## config.mk

```make
export PLATFORM = sky130hd
export DESIGN_NAME = sylap_monitor
export DESIGN_NICKNAME = d
export VERILOG_FILES = /design/src/rtl/sylap_pkg.sv /design/src/rtl/sylap_event_fifo.sv /design/src/rtl/sylap_monitor.sv
export SDC_FILE = /design/constraint.sdc
export NUM_CORES = 1
export LEC_CHECK = 0
export CAP_MARGIN = 20
export CORE_MARGIN = 3
export CORE_UTILIZATION = 55
export DETAILED_ROUTE_END_ITERATION = 8
export PLACE_DENSITY = 0.72
export SLEW_MARGIN = 20
export SYNTH_ARGS = -nofsm -noshare
export SYNTH_HDL_FRONTEND = slang
export SYNTH_SLANG_ARGS = --single-unit
```

## constraint.sdc

```tcl
create_clock -name clk -period 8.51 [get_ports clk]
set_input_delay 0.851 -clock clk [delete_from_list [all_inputs] [get_ports clk]]
set_output_delay 0.851 -clock clk [all_outputs]
set_load 0.01 [all_outputs]
```

## src/rtl/sylap_pkg.sv

```systemverilog
// sylap_pkg: event type codes, FSM state encoding and ev_data field layout shared by the monitor.
package sylap_pkg;
  localparam int EV_TYPE_W     = 4;
  localparam int EV_PAYLOAD_W  = 28;
  localparam int PULSE_FIELD_W = 14;
  localparam logic [EV_TYPE_W-1:0] EV_PULSE      = 4'd2;
  localparam logic [EV_TYPE_W-1:0] EV_FRAME      = 4'd3;
  localparam logic [EV_TYPE_W-1:0] EV_PERIOD_ERR = 4'd4;
  localparam logic [EV_TYPE_W-1:0] EV_LOCK       = 4'd5;
  localparam logic [EV_TYPE_W-1:0] EV_UNLOCK     = 4'd6;
  localparam logic [1:0] ST_IDLE      = 2'd0;
  localparam logic [1:0] ST_WAIT_EDGE = 2'd1;
  localparam logic [1:0] ST_ACQUIRE   = 2'd2;
  localparam logic [1:0] ST_LOCKED    = 2'd3;
  function automatic logic [31:0] ev_word(input logic [EV_TYPE_W-1:0] t, input logic [EV_PAYLOAD_W-1:0] p);
    return {t, p};
  endfunction
endpackage

```

## src/rtl/sylap_event_fifo.sv

```systemverilog
// sylap_event_fifo: first-word fall-through FIFO with level; push while full is accepted when a pop frees a slot.
module sylap_event_fifo #(
  parameter int DEPTH = 16,
  parameter int WIDTH = 32
) (
  input  logic                       clk,
  input  logic                       reset_n,
  input  logic                       clear,
  input  logic                       push,
  input  logic [WIDTH-1:0]           din,
  input  logic                       pop,
  output logic [WIDTH-1:0]           dout,
  output logic                       empty,
  output logic                       full,
  output logic [$clog2(DEPTH):0]     level
);
  localparam int AW = $clog2(DEPTH);
  localparam int LW = AW + 1;
  logic [WIDTH-1:0] mem_q [DEPTH];
  logic [AW:0] wr_q, wr_d, rd_q, rd_d;
  logic do_push, do_pop;
  always_comb begin
    level = wr_q - rd_q;
    empty = level == '0;
    full = level == LW'(DEPTH);
    do_pop = pop & ~empty;
    do_push = push & (~full | do_pop);
    wr_d = clear ? '0 : wr_q + LW'(do_push);
    rd_d = clear ? '0 : rd_q + LW'(do_pop);
    dout = empty ? '0 : mem_q[rd_q[AW-1:0]];
  end
  always_ff @(posedge clk or negedge reset_n)
    if (!reset_n) begin
      wr_q <= '0;
      rd_q <= '0;
    end else begin
      wr_q <= wr_d;
      rd_q <= rd_d;
    end
  always_ff @(posedge clk)
    if (do_push && !clear) mem_q[wr_q[AW-1:0]] <= din;
endmodule

```

## src/rtl/sylap_monitor.sv

```systemverilog
// sylap_monitor: checks laser period lock, pulse timing and frame length of the generator,
// reporting events through a FIFO together with saturating error stats and LEDs.
module sylap_monitor
  import sylap_pkg::*;
#(
  parameter int CNT_W      = 28,
  parameter int ERR_W      = 16,
  parameter int LOCK_N     = 4,
  parameter int FIFO_DEPTH = 16
) (
  input  logic             clk,
  input  logic             reset_n,
  input  logic             enable,
  input  logic             clear,
  input  logic             simLaser,
  input  logic             simPulse,
  input  logic             simStart,
  input  logic [CNT_W-1:0] expPeriod,
  input  logic [7:0]       periodTol,
  input  logic [7:0]       expLasersPerStart,
  output logic [31:0]      ev_data,
  output logic             ev_valid,
  input  logic             ev_ready,
  output logic             locked,
  output logic [CNT_W-1:0] periodMin,
  output logic [CNT_W-1:0] periodMax,
  output logic [ERR_W-1:0] periodErrCnt,
  output logic [ERR_W-1:0] frameErrCnt,
  output logic [ERR_W-1:0] dropCnt,
  output logic [7:0]       LED
);
  localparam int RUN_W = $clog2(LOCK_N + 1);
  localparam int LVL_W = $clog2(FIFO_DEPTH) + 1;
  logic laser_q, pulse_q, start_q;
  logic [CNT_W-1:0] pcnt_q, pcnt_d, pmin_q, pmin_d, pmax_q, pmax_d, diff;
  logic [1:0] state_q, state_d;
  logic [RUN_W-1:0] run_q, run_d;
  logic [ERR_W-1:0] perr_q, perr_d, ferr_q, ferr_d, drop_q, drop_d;
  logic [2:0] sticky_q, sticky_d;
  logic [7:0] lcount_q, lcount_d;
  logic [PULSE_FIELD_W-1:0] pdelay_q, pdelay_d, pwidth_q, pwidth_d;
  logic stat_v_q, stat_v_d, frm_v_q, frm_v_d, pls_v_q, pls_v_d;
  logic [31:0] stat_q, stat_d, frm_q, frm_d, pls_q, pls_d, stat_ev, push_data;
  logic laser_rise, pulse_rise, start_rise, run, good, last, measure;
  logic stat_new, frm_new, frm_err, pls_new, perr_inc, push, pop, full, empty;
  logic [1:0] drops;
  logic [LVL_W-1:0] level;
  always_comb begin
    laser_rise = simLaser & ~laser_q;
    pulse_rise = simPulse & ~pulse_q;
    start_rise = simStart & ~start_q;
    run = enable & ~clear;
    diff = pcnt_q >= expPeriod ? pcnt_q - expPeriod : expPeriod - pcnt_q;
    good = diff <= CNT_W'(periodTol);
    last = run_q == RUN_W'(LOCK_N - 1);
    measure = run & laser_rise & (state_q == ST_ACQUIRE || state_q == ST_LOCKED);
    pcnt_d = laser_rise ? CNT_W'(1) : pcnt_q + CNT_W'(~&pcnt_q);
    state_d = state_q;
    run_d = run_q;
    stat_new = 1'b0;
    perr_inc = 1'b0;
    stat_ev = ev_word(EV_PERIOD_ERR, EV_PAYLOAD_W'(pcnt_q));
    if (!enable) begin
      state_d = ST_IDLE;
      run_d = '0;
    end else if (clear) begin
      state_d = ST_WAIT_EDGE;
      run_d = '0;
    end else if (state_q == ST_IDLE) begin
      state_d = ST_WAIT_EDGE;
    end else if (laser_rise) begin
      if (state_q == ST_WAIT_EDGE) begin
        state_d = ST_ACQUIRE;
      end else if (state_q == ST_ACQUIRE) begin
        run_d = good ? run_q + 1'b1 : '0;
        if (good && last) begin
          state_d = ST_LOCKED;
          run_d = '0;
          stat_new = 1'b1;
          stat_ev = ev_word(EV_LOCK, EV_PAYLOAD_W'(pcnt_q));
        end
      end else begin
        // the period that breaks lock reports UNLOCK in place of PERIOD_ERR
        run_d = good ? '0 : run_q + 1'b1;
        perr_inc = ~good;
        stat_new = ~good;
        if (!good && last) begin
          state_d = ST_ACQUIRE;
          run_d = '0;
          stat_ev = ev_word(EV_UNLOCK, EV_PAYLOAD_W'(pcnt_q));
        end
      end
    end
  end
  always_comb begin
    pop = ev_ready & ~empty;
    push = ~clear & (stat_v_q | frm_v_q | pls_v_q) & (~full | pop);
    push_data = stat_v_q ? stat_q : frm_v_q ? frm_q : pls_q;
    frm_new = run & start_rise & (state_q == ST_LOCKED);
    frm_err = lcount_q != expLasersPerStart;
    pls_new = run & ~simPulse & pulse_q & (state_q == ST_LOCKED);
    stat_v_d = ~clear & (stat_v_q ? ~push : stat_new);
    frm_v_d = ~clear & (frm_v_q ? ~(push & ~stat_v_q) : frm_new);
    pls_v_d = ~clear & (pls_v_q ? ~(push & ~stat_v_q & ~frm_v_q) : pls_new);
    stat_d = stat_v_q ? stat_q : stat_ev;
    frm_d = frm_v_q ? frm_q : ev_word(EV_FRAME, {frm_err, 19'b0, lcount_q});
    pls_d = pls_v_q ? pls_q : ev_word(EV_PULSE, {pdelay_q, pwidth_q});
    drops = 2'(stat_new & stat_v_q) + 2'(frm_new & frm_v_q) + 2'(pls_new & pls_v_q);
    perr_d = clear ? '0 : perr_q + ERR_W'(perr_inc & ~&perr_q);
    ferr_d = clear ? '0 : ferr_q + ERR_W'(frm_new & frm_err & ~&ferr_q);
    drop_d = clear ? '0 : (drop_q > ~ERR_W'(drops)) ? '1 : drop_q + ERR_W'(drops);
    sticky_d = clear ? '0 : sticky_q | {drops != 2'd0, frm_new & frm_err, perr_inc};
    pmin_d = clear ? '1 : (measure && pcnt_q < pmin_q) ? pcnt_q : pmin_q;
    pmax_d = clear ? '0 : (measure && pcnt_q > pmax_q) ? pcnt_q : pmax_q;
    lcount_d = clear ? '0 : start_rise ? {7'b0, laser_rise} : lcount_q + 8'(laser_rise & ~&lcount_q);
    pdelay_d = !pulse_rise ? pdelay_q : laser_rise ? '0 :
               (pcnt_q > CNT_W'(2 ** PULSE_FIELD_W - 1)) ? '1 : pcnt_q[PULSE_FIELD_W-1:0];
    pwidth_d = pulse_rise ? PULSE_FIELD_W'(1) : pwidth_q + PULSE_FIELD_W'(simPulse & ~&pwidth_q);
  end
  always_ff @(posedge clk or negedge reset_n)
    if (!reset_n) begin
      laser_q <= 1'b0;
      pulse_q <= 1'b0;
      start_q <= 1'b0;
      pcnt_q <= '0;
      state_q <= ST_IDLE;
      run_q <= '0;
      pmin_q <= '1;
      pmax_q <= '0;
      perr_q <= '0;
      ferr_q <= '0;
      drop_q <= '0;
      sticky_q <= '0;
      lcount_q <= '0;
      pdelay_q <= '0;
      pwidth_q <= '0;
      stat_v_q <= 1'b0;
      frm_v_q <= 1'b0;
      pls_v_q <= 1'b0;
      stat_q <= '0;
      frm_q <= '0;
      pls_q <= '0;
    end else begin
      laser_q <= simLaser;
      pulse_q <= simPulse;
      start_q <= simStart;
      pcnt_q <= pcnt_d;
      state_q <= state_d;
      run_q <= run_d;
      pmin_q <= pmin_d;
      pmax_q <= pmax_d;
      perr_q <= perr_d;
      ferr_q <= ferr_d;
      drop_q <= drop_d;
      sticky_q <= sticky_d;
      lcount_q <= lcount_d;
      pdelay_q <= pdelay_d;
      pwidth_q <= pwidth_d;
      stat_v_q <= stat_v_d;
      frm_v_q <= frm_v_d;
      pls_v_q <= pls_v_d;
      stat_q <= stat_d;
      frm_q <= frm_d;
      pls_q <= pls_d;
    end
  sylap_event_fifo #(.DEPTH(FIFO_DEPTH), .WIDTH(32)) u_fifo (
    .clk(clk),
    .reset_n(reset_n),
    .clear(clear),
    .push(push),
    .din(push_data),
    .pop(pop),
    .dout(ev_data),
    .empty(empty),
    .full(full),
    .level(level)
  );
  assign ev_valid = ~empty;
  assign locked = state_q == ST_LOCKED;
  assign periodMin = pmin_q;
  assign periodMax = pmax_q;
  assign periodErrCnt = perr_q;
  assign frameErrCnt = ferr_q;
  assign dropCnt = drop_q;
  assign LED = {(level > 15) ? 4'hF : 4'(level), sticky_q, locked};
endmodule

```

==> flow_summary.yaml, run 1 <==
run_status:
  outcome: "complete, no violations"
cts:
  post_cts_buffers: 0
  cts_sinks: 758
  cts-root-buf: "clkbuf_16"
  ctsLongestPathBuffers: 3
  postCtsResizedCells: 0
  cts_tree: "done"
  cts-htree-levels: 3
  clkTransAtPathRegs_ps: 60
  numCtsBuffers: 79
  cts.hold.buffers_added: 0
  insertion_delay_ps: 630
sta:
  rsz_0062_raised_after_global_routing: "false"
  finClkSkew_ps: 29.5
  worst_slew_margin_rel: 0.298
  transition_at_the_pin_with_the_smallest_max_transition_slack_ps: 1040
  setup_viol: 0
  hold_viol_final: 0
  final.hold.worst_slack_ps: 103
  fmaxAchievable_ghz: 0.126
  final_critical_delay_including_setup_and_external_delays_ps: 7940
  timing.final.ws_setup_ps: 574
  timing.final.max_slew_violations: 0
  timing.final.crit_share: 0.933
floorplan:
  die-width_um: 261
  die_area_um2: 68100
  design.portCount: 198
  die_h_um: 261
  placement_rows: 92
  core-area_um2: 63700
  effective_utilization_at_floorplan: 0.561
placed_design:
  place.detailed.hpwl_um: 63800
  io_buffer_count: 196
  routabilityCongestion: 0.921
  detailed_place.area_um2: 39000
  dpl_worst_slack_ps: -77.0
critical_path:
  path_buf_inv: 4
  crit_path_end_kind: "flip-flop"
  worst_r2r_startpoint: "pcnt_q[0]"
  cpLargestDelayFamily: "compound AO/OA/AOI/OAI gates"
  crit-reg2reg-capture: "dropCnt[14]"
  rrSetupSlack_ps: 810
  destination_of_the_critical_timing_path: "dropCnt[14]"
  crit_path_max_fanout: 5
  timing.critical_path.from_type: "input port"
  crit_arrival_ps: 8400
  crit_cells: 34
  critPathKind: "in2reg"
  slowest_stage: "clkdlybuf4s50_1"
  r2r.worst_path.cells: 34
  worst-endpoint-required_ps: 8970
  worstSetupStartpoint: "expPeriod[0]"
  critical-path-max-stage-delay_ps: 530
synth:
  synthCells: 2708
  post_synth_num_cell_types: 81
  yosys_warnings: 0
  mappedNetlistArea_um2: 35700
  synth_seq_cells: 758
  mappedNetlistNets: 2907
  dominantRegCellSynth: "edfxtp_1"
  async_set_reset_flop_share_out_of_synthesis: 0.346
  synth_edf_count: 496
  synth_sequential_area_ratio: 0.601
  synthesis.area_per_instance_um2: 13.2
power:
  power_leakage_uw: 0.0163
  peakVddDrop_mv: 0.205
  power.density_cell_area_nw_per_um2: 219
  design_power_total_uw: 9110
grt:
  first_global_vias: 23900
  antenna_found_initial: 2
  gr-total-overflow: 0
  grt_first_pass_wirelength_um: 145000
  grt_max_degree: 133
  grt.total_usage: 0.283
cells_and_area:
  antenna_diode_count: 0
  sequential_standard_cell_area_um2: 21500
  multi_input_area_um2: 13200
  layout.core_utilization: 0.653
  area_growth_syn_to_layout_pct: 16.3
  post_route_cells_drive_above_1_share: 0.137
  total_of_fill_cells_in_the_finished_design: 4601
  stdcell_area_um2: 41600
  final_net_count: 3138
routing:
  drt-initial-drc-count: 2179
  postRouteWirelength_um: 95800
  ant_nets: 0
  drcViolationCount: 0
  avgViaCountPerCell: 6.12
  detail_route.first_pass.iterations: 6
  routed-via-count: 23500
  detail_route.wl_per_cell_um: 24.9
worst_hold_path:
  min_path_type: "in2async"
flow_run:
  max_cap_viols: 0
==> power breakdown <==
| part | switching, uW | internal [uW] | leakage [uW] |
|---|---|---|---|
| clock | 1440 | 1900 | 0.00123 |
| combinational | 868 | 789 | 0.00684 |
| sequential | 94.8 | 4010 | 0.00824 |
==> metrics by stage <==
step | instances | TNS [ps]
floorplan | 2708 | 0
global placement | 3703 | 0
detailed placement | 3703 | -858
CTS | 3848 | 0
global route | 3849 | 0
finish | 3849 | 0
==> synthesized netlist by cell type, types with 25 or more instances <==
cell | number | share of area
mux4_2 | 89 | 0.056
a21o_1 | 41 | 0.0086
xnor2_1 | 58 | 0.014
mux2i_1 | 135 | 0.038
buf_1 | 27 | 0.0028
dfstp_2 | 28 | 0.021
nand3_1 | 48 | 0.0067
dfrtp_1 | 234 | 0.16
o221ai_1 | 45 | 0.011
edfxtp_1 | 496 | 0.42
ha_1 | 142 | 0.050
nand2b_1 | 51 | 0.0089
inv_1 | 140 | 0.015
nor3_1 | 46 | 0.0064
clkbuf_1 | 89 | 0.0094
nor2_1 | 160 | 0.017
mux2_2 | 40 | 0.013
o22ai_1 | 25 | 0.0044
o21ai_0 | 122 | 0.017
a21oi_1 | 132 | 0.018
a211o_1 | 33 | 0.0081
nand2_1 | 171 | 0.018
xor2_1 | 65 | 0.016
nand4_1 | 42 | 0.0074
nor2b_1 | 33 | 0.0058
==> logic make-up after synthesis <==
kind of cell,synth area share
XOR/XNOR,0.0302
AO/OA/AOI/OAI,0.0912
adder cells (fa/ha/maj),0.0525
multiplexers,0.107
other,0.000105
flip-flops,0.601
AND/OR/NAND/NOR,0.0867
buffers and inverters,0.0315
==> final cells by class <==
type,count,area share
well taps,846,0.0255
clock buffers,104,0.0523
inverters,142,0.0128
flip-flops and latches,758,0.517
repair buffers,289,0.0651
clock inverters,41,0.00828
multi-input cells,1669,0.319
==> worst min path at each step <==
stage	start	endpoint	cells after the start
final	reset_n	dropCnt[13]	1
after CTS	reset_n	dropCnt[9]	1
after floorplan	stat_q[30]	stat_q[30]	1
after global routing	reset_n	dropCnt[13]	1
after detailed placement	stat_q[30]	stat_q[30]	1
after global placement	stat_q[30]	stat_q[30]	1
==> sequential cells by signal, summed over array words and instances, names as in the netlist, 16 cells and up <==
name,flops
u_fifo.mem_q,496
periodMax,28
dropCnt,16
frameErrCnt,16
pls_q,29
stat_q,31
pcnt_q,28
periodMin,28
periodErrCnt,16
==> per-layer routing <==
metal | wire length [um] | global-route usage | part of all wire
met2 | 47100 | 0.473 | 0.49
met1 | 38900 | 0.374 | 0.41
met3 | 6400 | 0.0481 | 0.067
met5 | 16 | 0 | 0.00017
met4 | 3450 | 0.107 | 0.036
==> layout by cell type (no fill, tap or decap), drive strengths merged, types with 15 or more instances in the layout <==
master,instances
buf,95
xnor2,58
or3,17
a21o,42
clkdlybuf4s50,194
clkinv,34
edfxtp,496
nor2b,33
a21oi,135
nor2,160
nand3,48
o21a,17
nand2b,51
o22ai,26
o221ai,45
ha,142
xor2,65
and2,15
nand4,42
mux4,89
dfstp,28
o21ai,127
nor3,48
mux2,40
a211o,33
inv,142
nand2,172
and3,16
clkbuf,104
mux2i,135
dfrtp,234
No activity file was read; power rests on OpenSTA's default activity.
==> run 2, diff against run 1 <==
- CORE_ASPECT_RATIO: not set -> 1.25
- DONT_BUFFER_PORTS: not set -> 1
- PLACE_DENSITY: 0.72 -> 0.68
- clock period: 8.51 -> 7.5 ns (I/O delays scaled with it)
==> run 2 against run 1 <==
Die area barely moved. First-iteration DRC count shrank 28%. Global-route usage fell by 0.63 points. Via count down 4.7%. Largest power group unchanged.
==> flow_summary.yaml, run 2 (same netlist as run 1, synthesis figures left out) <==
run_status:
  outcome: "complete, no violations"
cells_and_area:
  post_route_cells_drive_above_1_share: 0.163
  total_of_fill_cells_in_the_finished_design: 4798
  sequential_standard_cell_area_um2: 21500
  multi_input_area_um2: 13400
  antenna_diode_count: 0
  area_growth_syn_to_layout_pct: 11.6
  layout_commonest_cell: "edfxtp_1"
  largest_reg_flops: 496
  final_net_count: 2972
  stdcell_area_um2: 39900
  mostFrequentLayoutCells: "496 x edfxtp_1, 230 x dfrtp_1, 171 x nand2_1"
cts:
  cts-root-buf: "clkbuf_16"
  insertion_delay_ps: 610
  numCtsBuffers: 73
  cts-htree-levels: 3
  cts_sinks: 758
  cts_tree: "done"
  ctsLongestPathBuffers: 3
  clkTransAtPathRegs_ps: 60
critical_path:
  timing.critical_path.from_type: "flip-flop"
  rrSetupSlack_ps: 360
  crit_path_end_kind: "flip-flop"
  worst-endpoint-required_ps: 8030
  slowest_stage: "or4_4"
  crit_path_max_fanout: 7
  critical-path-max-stage-delay_ps: 590
  path_buf_inv: 6
  critPathKind: "reg2reg"
  crit_arrival_ps: 7670
  cpLargestDelayFamily: "compound AO/OA/AOI/OAI gates"
routing:
  drcViolationCount: 0
  postRouteWirelength_um: 93900
  routed-via-count: 22400
  avgViaCountPerCell: 6.12
  detail_route.wl_per_cell_um: 25.6
  drt-initial-drc-count: 1574
  detail_route.first_pass.iterations: 5
  ant_nets: 0
power:
  power.density_cell_area_nw_per_um2: 249
  peakVddDrop_mv: 0.203
  power_leakage_uw: 0.0157
grt:
  grt.total_usage: 0.277
  gr-total-overflow: 0
  first_global_vias: 23000
  antenna_found_initial: 1
  grt_max_degree: 246
  grt_first_pass_wirelength_um: 141000
floorplan:
  design.portCount: 198
  die-width_um: 234
  die_h_um: 291
  die_area_um2: 68100
  core-area_um2: 63800
  placement_rows: 103
  effective_utilization_at_floorplan: 0.560
flow_run:
  max_cap_viols: 0
sta:
  final_critical_delay_including_setup_and_external_delays_ps: 7140
  finClkSkew_ps: 25.6
  worst_slew_margin_rel: 0.254
  hold_viol_final: 0
  fmaxAchievable_ghz: 0.140
  timing.final.crit_share: 0.952
  transition_at_the_pin_with_the_smallest_max_transition_slack_ps: 1110
  final.hold.worst_slack_ps: 125
  timing.final.max_slew_violations: 0
  setup_viol: 0
  timing.final.ws_setup_ps: 362
placed_design:
  dpl_worst_slack_ps: -132
  io_buffer_count: 0
  place.detailed.hpwl_um: 63300
  routabilityCongestion: 0.905
  detailed_place.area_um2: 37300
worst_hold_path:
  min_path_type: "in2async"
[run 2: cell count changes in the layout (fill, tap and decap cells not counted), moves of 3 or more]
cell,delta
a21oi_1,-7
clkdlybuf4s50_1,-194
buf_4,+29
clkbuf_1,-3
clkbuf_16,-8
clkinv_1,-4
a21oi_2,+7
bufinv_16,+4
[run 2: area by class of cell]
cell class,instances,area share
repair buffers,129,0.0271
well taps,840,0.0264
clock inverters,36,0.00960
inverters,142,0.0134
flip-flops and latches,758,0.539
clock buffers,94,0.0491
multi-input cells,1669,0.335
[run 2: power by group]
part           switching, uW  internal [uW]  leakage (uW)
logic                    970            673       0.00632
clock network           1540           2090       0.00115
registers                104           4550       0.00824
total                   2620           7320        0.0157
[run 2: per-layer routing]
| metal | up-vias | global-route usage | share of wire |
|---|---|---|---|
| li1 | 10200 | - | - |
| met1 | 11400 | 0.331 | 0.38 |
| met2 | 682 | 0.501 | 0.53 |
| met3 | 161 | 0.0463 | 0.058 |
| met4 | 0 | 0.0995 | 0.032 |
| met5 | - | 0 | 0 |
[run 2: worst paths after layout]
kind / from / to / cells after the start
min in group clk: simLaser / laser_q / 0
hold / removal: reset_n / pcnt_q[4] / 1
max in group asynchronous: reset_n / periodMin[19] / 1
setup / recovery: pcnt_q[0] / dropCnt[4] / 33
hold reg to reg: stat_q[30] / stat_q[30] / 1
setup reg to reg: pcnt_q[0] / dropCnt[4] / 33
[run 2: worst reg2reg max path, delay by kind of cell, from the launching register on]
| kind | cells | cell delay [ps] |
|---|---|---|
| simple gates | 8 | 1740 |
| flops | 1 | 380 |
| fa+ha+maj | 5 | 1550 |
| compound gates | 12 | 2010 |
| buf+inv | 6 | 710 |
| mux | 2 | 680 |
[run 2: timing repair]
item,4_1_cts,5_1_grt
hold endpoints to repair,245,0
setup buffers,0,3
setup endpoints to repair,0,16
hold buffers,2,0
resized for setup,0,32
[run 2: stage by stage]
step	utilization	std cells	power (uW)	TNS (ps)
finish	0.625	3668	9940	0
detailed placement	0.584	3531	6350	-1590
floorplan	-	2708	5850	0
global route	0.625	3668	10300	-269
CTS	0.621	3663	10000	0
global placement	0.584	3531	6330	-47.7
